--- src/rtl/turbo_iter_ctrl.sv ---
// Turbo decoder iteration controller.
// Collects one frame of {sys, par1, par2} symbols, then alternates launches of an
// external SISO decoder between natural order (DEC1) and interleaved order (DEC2).
// Extrinsic information is exchanged through two stores until the hard decisions
// of both decoders agree or the iteration limit is reached.
module turbo_iter_ctrl #(
  parameter int               N        = 5,
  parameter int               CW       = 4,
  parameter int               LW       = 10,
  parameter int               MAX_ITER = 16,
  parameter logic [8*N-1:0]   PERM     = {8'd3, 8'd1, 8'd2, 8'd4, 8'd0}
) (
  input  logic              clk_p_i,
  input  logic              reset_n_i,
  input  logic              in_valid_i,
  output logic              in_ready_o,
  input  logic [3*CW-1:0]   in_data_i,
  output logic              siso_start_o,
  output logic              siso_sel_o,
  output logic [N*CW-1:0]   siso_sys_o,
  output logic [N*CW-1:0]   siso_par_o,
  output logic [N*LW-1:0]   siso_apr_o,
  input  logic [N*LW-1:0]   siso_llr_i,
  input  logic              siso_done_i,
  output logic [N-1:0]      data_o,
  output logic              done_o,
  output logic [5:0]        iter_o,
  output logic              early_o
);

  localparam int IW = (N > 1) ? $clog2(N) : 1;
  // Two guard bits keep llr - apr - 2*sys exact before saturation.
  localparam int XW = LW + 2;
  localparam logic signed [XW-1:0] SAT_HI = XW'((2 ** (LW - 1)) - 1);
  localparam logic signed [XW-1:0] SAT_LO = -SAT_HI - XW'(1);

  typedef enum logic [1:0] {
    S_LOAD,
    S_DEC1,
    S_DEC2,
    S_FINISH
  } state_e;

  typedef logic [N-1:0][CW-1:0] sym_vec_t;
  typedef logic [N-1:0][LW-1:0] llr_vec_t;

  // Interleaver entry k lives at PERM bits 8k+7:8k.
  function automatic logic [IW-1:0] pi_of(input int k);
    return IW'(PERM[8*k +: 8]);
  endfunction

  function automatic logic [LW-1:0] sat(input logic signed [XW-1:0] v);
    logic signed [XW-1:0] r;
    if (v > SAT_HI)      r = SAT_HI;
    else if (v < SAT_LO) r = SAT_LO;
    else                 r = v;
    return r[LW-1:0];
  endfunction

  function automatic logic [LW-1:0] ext_calc(input logic [LW-1:0] llr,
                                             input logic [LW-1:0] apr,
                                             input logic [CW-1:0] sys);
    logic signed [XW-1:0] diff;
    diff = XW'(signed'(llr)) - XW'(signed'(apr)) - (XW'(signed'(sys)) <<< 1);
    return sat(diff);
  endfunction

  // Positive (and zero) soft values decide for bit 1.
  function automatic logic [N-1:0] hard_vec(input llr_vec_t v);
    logic [N-1:0] b;
    for (int k = 0; k < N; k++) b[k] = ~v[k][LW-1];
    return b;
  endfunction

  state_e   state_q, state_d;
  logic [IW-1:0] beat_q, beat_d;
  logic [5:0]    iter_q, iter_d;
  sym_vec_t sys_q, sys_d, par1_q, par1_d, par2_q, par2_d;
  llr_vec_t ext1_q, ext1_d, ext2_q, ext2_d;
  logic     start_q, start_d;
  sym_vec_t sys_out_q, sys_out_d, par_out_q, par_out_d;
  llr_vec_t apr_out_q, apr_out_d;
  logic [N-1:0] data_q, data_d;
  logic [5:0]   iter_out_q, iter_out_d;
  logic         early_q, early_d;

  llr_vec_t ext_new;
  logic     acc_done;

  assign in_ready_o   = (state_q == S_LOAD) && reset_n_i;
  assign siso_start_o = start_q;
  assign siso_sel_o   = (state_q == S_DEC2);
  assign siso_sys_o   = sys_out_q;
  assign siso_par_o   = par_out_q;
  assign siso_apr_o   = apr_out_q;
  assign data_o       = data_q;
  assign done_o       = (state_q == S_FINISH);
  assign iter_o       = iter_out_q;
  assign early_o      = early_q;

  // Next-state, store updates and SISO launch vectors.
  always_comb begin
    // NOTE: every variable gets a default first so no path through the case infers a latch.
    state_d    = state_q;
    beat_d     = beat_q;
    iter_d     = iter_q;
    sys_d      = sys_q;
    par1_d     = par1_q;
    par2_d     = par2_q;
    ext1_d     = ext1_q;
    ext2_d     = ext2_q;
    start_d    = 1'b0;
    sys_out_d  = sys_out_q;
    par_out_d  = par_out_q;
    apr_out_d  = apr_out_q;
    data_d     = data_q;
    iter_out_d = iter_out_q;
    early_d    = early_q;

    // Result position k always pairs with the apr/sys this SISO was launched with.
    ext_new = '0;
    for (int k = 0; k < N; k++) begin
      ext_new[k] = ext_calc(siso_llr_i[LW*k +: LW], apr_out_q[k], sys_out_q[k]);
    end
    // A done coinciding with the launch pulse belongs to no current request.
    acc_done = siso_done_i && !start_q;

    unique case (state_q)
      S_LOAD: begin
        if (in_valid_i) begin
          sys_d[beat_q]  = in_data_i[3*CW-1:2*CW];
          par1_d[beat_q] = in_data_i[2*CW-1:CW];
          par2_d[beat_q] = in_data_i[CW-1:0];
          if (beat_q == IW'(N - 1)) begin
            beat_d  = '0;
            iter_d  = '0;
            ext1_d  = '0;
            ext2_d  = '0;
            state_d = S_DEC1;
          end else begin
            beat_d = beat_q + IW'(1);
          end
        end
      end
      S_DEC1: begin
        if (acc_done) begin
          ext1_d  = ext_new;
          state_d = S_DEC2;
        end
      end
      S_DEC2: begin
        if (acc_done) begin
          for (int k = 0; k < N; k++) ext2_d[pi_of(k)] = ext_new[k];
          iter_d = iter_q + 6'd1;
          if (hard_vec(ext1_q) == hard_vec(ext2_d)) begin
            early_d = 1'b1;
            state_d = S_FINISH;
          end else if (iter_d == 6'(MAX_ITER)) begin
            early_d = 1'b0;
            state_d = S_FINISH;
          end else begin
            state_d = S_DEC1;
          end
          // Results are published on entry so they are valid alongside done_o.
          if (state_d == S_FINISH) begin
            data_d     = hard_vec(ext2_d);
            iter_out_d = iter_d;
          end
        end
      end
      S_FINISH: begin
        state_d = S_LOAD;
      end
      default: state_d = S_LOAD;
    endcase

    // Launch vectors are captured on the entering edge and held for the whole state.
    if (state_d != state_q) begin
      if (state_d == S_DEC1) begin
        start_d = 1'b1;
        for (int k = 0; k < N; k++) begin
          sys_out_d[k] = sys_d[k];
          par_out_d[k] = par1_d[k];
          apr_out_d[k] = ext2_d[k];
        end
      end else if (state_d == S_DEC2) begin
        start_d = 1'b1;
        for (int k = 0; k < N; k++) begin
          sys_out_d[k] = sys_d[pi_of(k)];
          par_out_d[k] = par2_d[k];
          apr_out_d[k] = ext1_d[pi_of(k)];
        end
      end
    end
  end

  // State and store registers with asynchronous active-low reset.
  always_ff @(posedge clk_p_i or negedge reset_n_i) begin
    if (!reset_n_i) begin
      // NOTE: the symbol and extrinsic stores are flop vectors, not RAM, so they are
      // cleared by reset like every other register and a fresh frame starts clean.
      state_q    <= S_LOAD;
      beat_q     <= '0;
      iter_q     <= '0;
      sys_q      <= '0;
      par1_q     <= '0;
      par2_q     <= '0;
      ext1_q     <= '0;
      ext2_q     <= '0;
      start_q    <= 1'b0;
      sys_out_q  <= '0;
      par_out_q  <= '0;
      apr_out_q  <= '0;
      data_q     <= '0;
      iter_out_q <= '0;
      early_q    <= 1'b0;
    end else begin
      // NOTE: non-blocking assignments so all registers update from pre-edge values.
      state_q    <= state_d;
      beat_q     <= beat_d;
      iter_q     <= iter_d;
      sys_q      <= sys_d;
      par1_q     <= par1_d;
      par2_q     <= par2_d;
      ext1_q     <= ext1_d;
      ext2_q     <= ext2_d;
      start_q    <= start_d;
      sys_out_q  <= sys_out_d;
      par_out_q  <= par_out_d;
      apr_out_q  <= apr_out_d;
      data_q     <= data_d;
      iter_out_q <= iter_out_d;
      early_q    <= early_d;
    end
  end

endmodule
--- config.mk ---
export PLATFORM = sky130hd
export DESIGN_NAME = turbo_iter_ctrl
export DESIGN_NICKNAME = d
export VERILOG_FILES = /design/src/rtl/turbo_iter_ctrl.sv
export SDC_FILE = /design/constraint.sdc
export NUM_CORES = 1
export LEC_CHECK = 0
export BUFFER_PORTS_ARGS = -buffer_cell sky130_fd_sc_hd__buf_2
export CAP_MARGIN = 0
export CORE_MARGIN = 3
export CORE_UTILIZATION = 43
export CTS_BUF_LIST = sky130_fd_sc_hd__clkbuf_8
export DETAILED_ROUTE_END_ITERATION = 10
export PLACE_DENSITY = 0.6
export SLEW_MARGIN = 20
export SYNTH_ARGS = -nofsm -noshare
export SYNTH_HDL_FRONTEND = slang
export SYNTH_SLANG_ARGS = --single-unit
--- constraint.sdc ---
create_clock -name clk_p_i -period 5.6 [get_ports clk_p_i]
set_clock_uncertainty 0.05 [all_clocks]
set_input_delay 0.56 -clock clk_p_i [delete_from_list [all_inputs] [get_ports clk_p_i]]
set_output_delay 0.56 -clock clk_p_i [all_outputs]
set_load 0.02 [all_outputs]
==> metrics.txt, run 1 <==
Syn Nets=~1,800; Main synth FF type=dfrtp_1; root buf cell=clkbuf_8; FF-to-FF End=siso_apr_o[20]; min cycle time layout=about 5.2 ns; max-slew violation count=0; Die ar.=about 40,000 sq um; maxcap violations=0; Nets=around 2,000; DRC Markers=0; final setup fails=0; CP Capture Type=register; slowest CP cell=fa_1; Post-DP HPWL=about 35,000 um; Synth area leader=dfrtp_1; ANT nets after route=0; Buffers on Ports=about 170; Die W=about 200 um; Area Growth Syn to Fin=15.4%; I/O pins=roughly 170; Vias/cell=approximately 5.8; TritonCTS buffer count=47; drt wl/cell=about 21 um; worst hold slack=around 0.24 ns; overall routed net length=between 40,000 and 50,000 um; critical path launch point=siso_sys_o[19]; core area=roughly 37,000 sq um; DRT iter0 DRCs=around 1,100; worst reg-to-reg path cell count=19; Starting Density=between 40% and 50%; Synth Cell Area=approximately 16,000 sq um; number of diodes=0; setup TNS=0 ns; sequential area share after synthesis=between 40% and 50%; Placed Area=approximately 18,000 sq um; critical path required time=slightly above 6 ns; largest cells by area after synthesis=dfrtp_1, fa_1, ha_1, mux2_2, a221o_1; Skew-Pair Late Insertion Delay=~0.60 ns; CTS max path bufs=3; H-tree depth reported by CTS=2; Slew headroom=between 30% and 40%; total congestion overflow=0; CP Cell Sequence=inv_1 -> fa_1 -> ha_1 -> o211ai_1 -> o21ai_1 -> a31o_2 -> xnor2_1 -> nor3_1 -> nand3_1 -> nand2_1 -> o22ai_1 -> ha_1 -> a21oi_1 -> o21ai_4 -> inv_2 -> buf_4 -> buf_4 -> nor2_1 -> a31oi_1; startpoint types=register; worst r2r src=siso_sys_o[19]; most common cell in the netlist=dfrtp_1; total iterations of the first detailed-routing run=5; clock-pin slew on the worst setup and hold paths=roughly 0.07 ns; CP Max Fanout=28; status=completed; initial antenna violation count=1; # resized after CTS=0; Worst Setup Slack, final=0.427 ns; ys async rst share=between 90% and 100%; post-route design area=between 15,000 and 20,000 sq um; CTS tree=done; area share of the largest cell type after synthesis=a little over two fifths; global-route wire length before repair=~75,000 um; Slew @ Worst Pin=slightly below 1 ns; global placer's final weighted congestion=about 0.92; setup bufs post-CTS=0; Placement Rows=70; critical path arrival=around 5.6 ns; synth warn=0; Total GRT Usage=24.0%; fin crit share=between 90% and 100%; synthesized instance count=around 1,600; Reg2Reg Setup Slack=0.43 ns; Post-synth EDFFs=0; largest stage delay on the critical path=0.52 ns; CP Capture Point=siso_apr_o[20]; FMAX=around 0.19 GHz; pin count of the biggest net entering global routing=~190; worst slack at placement=0.422 ns; Post-synth top cells=dfrtp_1, nor2_1, nand2_1, inv_1, o21ai_0; layout cells sized above 1=around a fifth; Cell variety after synth=92; FF+latch count, synth=roughly 270; via count=13,344; Hold/Removal Path Class=input port to register; kind of critical path=register to register; number of global-route vias before repair=approximately 13,000; Final Hold Viols=0; Die Y=roughly 200 um; syn_area_per_cell=about 10 sq um; RSZ-0062 raised after global routing=no; # clock sinks=between 200 and 300
## state kept, by name, summed over array words and instances (netlist names)
signal,flops
beat_q,3
data_o,5
early_o,1
ext1_q,50
ext2_q,50
iter_o,6
iter_q,6
par1_q,20
par2_q,20
siso_apr_o,50
siso_par_o,20
siso_start_o,1
siso_sys_o,20
state_q,2
sys_q,20
## critical path, delay by kind of cell, from the launching register on
family / cells / cell delay [ns]
flops: 1 / 0.43
simple gates: 4 / 0.54
fa+ha+maj: 3 / 1.25
compound gates: 7 / 1.47
xor+xnor: 1 / 0.10
buf+inv: 4 / 1.24
## metrics by stage
stage / std cells / util [%]
after floorplan: 1607 / -
after global placement: 2231 / 47.7
after detailed placement: 2231 / 47.7
after CTS: 2317 / 50.5
after global routing: 2318 / 50.6
final: 2318 / 50.6
## cells in the final DEF (no fill, tap or decap), drive strengths merged, types with 11 or more instances in the layout
| cell type | netlist | final |
|---|---|---|
| a211oi | 26 | 26 |
| clkbuf | 55 | 59 |
| nand3 | 27 | 27 |
| o21a | 12 | 12 |
| nor2b | 19 | 19 |
| xnor2 | 29 | 29 |
| o21ai | 120 | 120 |
| inv | 109 | 122 |
| ha | 66 | 66 |
| a31oi | 21 | 21 |
| xor2 | 12 | 12 |
| nand2b | 12 | 12 |
| nor2 | 155 | 155 |
| fa | 45 | 45 |
| dfrtp | 274 | 274 |
| o22ai | 11 | 11 |
| a221o | 61 | 61 |
| nand2 | 122 | 122 |
| a22o | 23 | 23 |
| o211ai | 29 | 29 |
| and3 | 13 | 13 |
| a21o | 17 | 17 |
| o31ai | 29 | 29 |
| buf | 20 | 196 |
| and2 | 21 | 21 |
| mux2 | 64 | 64 |
| a21oi | 62 | 62 |
| mux2i | 19 | 19 |
| nor3 | 37 | 37 |
## metal layers
| layer | GRT usage (%) | up-vias | share of wire [%] |
|---|---|---|---|
| met5 | 0 | - | 0 |
| met4 | 7.42 | 0 | 2.7 |
| met3 | 5.37 | 79 | 7.2 |
| met2 | 35.7 | 445 | 44 |
| met1 | 35.1 | 6625 | 46 |
| li1 | - | 6195 | - |
## worst min-delay path by stage
| stage | startpoint | to | slack, ns | cells after the start |
|---|---|---|---|---|
| floorplan | reset_n_i | beat_q[0] | 0.21 | 0 |
| global placement | ext1_q[30] | ext1_q[30] | 0.40 | 2 |
| detailed placement | ext1_q[30] | ext1_q[30] | 0.41 | 2 |
| CTS | in_data_i[2] | par2_q[18] | 0.20 | 2 |
| global route | in_data_i[2] | par2_q[18] | 0.21 | 2 |
| finish | in_data_i[2] | par2_q[18] | 0.24 | 2 |
## final cells by class
cell class	count	area [sq um]
clock inverters	26	219
repair buffers	197	1100
well taps	504	631
inverters	110	413
flip-flops and latches	274	6860
multi-input cells	1148	8630
fillers	3411	18200
clock buffers	59	812
## cells by family after synthesis
| kind of cell | after synthesis | synth area share [%] |
|---|---|---|
| XOR/XNOR | 41 | 2.22 |
| AO/OA/AOI/OAI | 479 | 22.0 |
| adder cells (fa/ha/maj) | 111 | 10.7 |
| flip-flops | 274 | 42.4 |
| buffers and inverters | 185 | 4.44 |
| AND/OR/NAND/NOR | 434 | 12.6 |
| multiplexers | 83 | 5.63 |
## timing repair
action | 4_1_cts | 5_1_grt
setup endpoints to repair | 0 | 0
hold buffers | 1 | 0
hold endpoints to repair | 87 | 0
Power of run 1 is not shown: default switching activity piles up to over one toggle a cycle in this logic, so the estimate is an artifact.
==> run 2, diff against run 1 <==
clock period = 5.7 ns   (was 5.6 ns; I/O delays follow)
==> run 2 against run 1 <==
Net effect:
- sequential share of layout area shrank 0.24 points
- die area unchanged
- wire length is 0.96% higher
- first-iteration DRC count down 22%
- cell area rose by 0.67%
- via count is 0.59% higher
- non-clock buffer count decreased by 1
- critical path depth stayed put
- largest cell class unchanged
==> metrics.txt, run 2 (synthesis results as in run 1) <==
critical path arrival=5.60 ns; clock-pin slew on the worst setup and hold paths=0.06 ns; worst hold slack=around 0.21 ns; # clock sinks=about 270; Die ar.=about 40,000 sq um; via count=13,423; WL met3=3250 um; maxcap violations=0; core area=36,900 sq um; FMAX=between 0.15 and 0.2 GHz; setup bufs post-CTS=0; max-slew violation count=0; total iterations of the first detailed-routing run=5; Slew headroom=about 32%; critical path required time=about 6.2 ns; Nets=between 1,500 and 2,000; Buffers on Ports=171; largest stage delay on the critical path=approximately 0.52 ns; min cycle time layout=5.11 ns; Die Y=between 150 and 200 um; root buf cell=clkbuf_8; ANT nets after route=0; drt wl/cell=approximately 21 um; Area Growth Syn to Fin=16.1%; slowest CP cell=fa_1; DRT iter0 DRCs=827; commonest non-fill, non-tap cell in the layout=dfrtp_1; Post-DP HPWL=~35,000 um; Vias/cell=around 5.8; met1 wire length=between 20,000 and 25,000 um; Hold/Removal Path Class=input port to register; H-tree depth reported by CTS=2; top layer in use=met4; final setup fails=0; overall routed net length=between 40,000 and 50,000 um; Starting Density=a little over two fifths; Total GRT Usage=roughly a quarter; global placer's final weighted congestion=a little under 0.9; RSZ-0062 raised after global routing=no; most frequent cells in the layout=dfrtp_1, buf_2, nor2_1, nand2_1, inv_1; pin count of the biggest net entering global routing=141; kind of critical path=register to register; TritonCTS buffer count=49; layout cells sized above 1=a little over a fifth; total congestion overflow=0; Die W=200 um; Skew-Pair Late Insertion Delay=around 0.64 ns; fin crit share=about nine tenths; I/O pins=around 170; setup TNS=0 ns; startpoint types=register; Final Hold Viols=0; CP Max Fanout=28; number of diodes=0; Placement Rows=70; met2 WL post-DR=roughly 22,000 um; CP Capture Type=register; Slew @ Worst Pin=a little over 1 ns; initial antenna violation count=0; CP Cell Sequence=inv_1 -> fa_1 -> ha_1 -> o211ai_1 -> o21ai_1 -> a31o_2 -> xnor2_1 -> nor3_1 -> nand3_1 -> nand2_1 -> o22ai_1 -> ha_1 -> a21oi_1 -> o21ai_4 -> inv_2 -> buf_4 -> nand2_1 -> nor4_1 -> a221o_1; global-route wire length before repair=between 70,000 and 80,000 um; number of global-route vias before repair=~13,000; CTS max path bufs=3; status=completed; DRC Markers=0; CTS tree=done
run 2: changes by cell type in the layout (fill, tap and decap cells not counted):
| cell | previous run | this run |
|---|---|---|
| bufinv_16 | 3 | 5 |
| clkinv_8 | 0 | 1 |
| inv_8 | 2 | 1 |
| clkinv_2 | 9 | 8 |
| clkbuf_8 | 59 | 66 |
| inv_1 | 117 | 116 |
| buf_16 | 1 | 0 |
run 2: what timing repair did:
item	CTS	global route
hold endpoints to repair	65	0
hold buffers	1	0
resized for setup	0	0
run 2: final timing paths:
check / startpoint / endpoint / slack (ns) / depth (start not counted)
setup reg to reg: siso_sys_o[19] / siso_apr_o[6] / 0.59 / 19
hold / removal: in_data_i[6] / par1_q[2] / 0.21 / 2
setup / recovery: siso_sys_o[19] / siso_apr_o[6] / 0.59 / 19
max in group asynchronous: reset_n_i / siso_sys_o[15] / 3.85 / 3
hold reg to reg: siso_par_o[7] / siso_par_o[7] / 0.42 / 2
min in group asynchronous: reset_n_i / par2_q[9] / 0.39 / 2
run 2: critical path, delay by kind of cell, from the launching register on:
kind | cells | cell delay [ns]
compound gates | 7 | 1.51
xor+xnor | 1 | 0.09
simple gates | 5 | 0.83
buf+inv | 3 | 0.91
flops | 1 | 0.38
fa+ha+maj | 3 | 1.22
run 2: final cells by class:
class                           instances  area [sq um]
Fill cell                            3431         18100
Multi-Input combinational cell       1148          8630
Sequential cell                       274          6860
Timing Repair Buffer                  196          1070
Clock buffer                           66           908
Tap cell                              504           631
Inverter                              110           413
Clock inverter                         26           275
run 2: stage by stage:
step | instances | cell area (sq um) | setup slack, ns | utilization, %
floorplan | 1607 | 16200 | 1.18 | -
global placement | 2231 | 17600 | 0.761 | 47.7
detailed placement | 2231 | 17600 | 0.623 | 47.7
CTS | 2324 | 18800 | 0.568 | 50.9
global route | 2324 | 18800 | 0.191 | 50.9
finish | 2324 | 18800 | 0.588 | 50.9
run 2: metal layers:
metal,up-vias,global-route usage (%)
met5,-,0
met1,6694,35.6
met4,0,6.05
li1,6202,-
met3,71,4.70
met2,456,37.9
Power of run 2 is left out for the same reason.
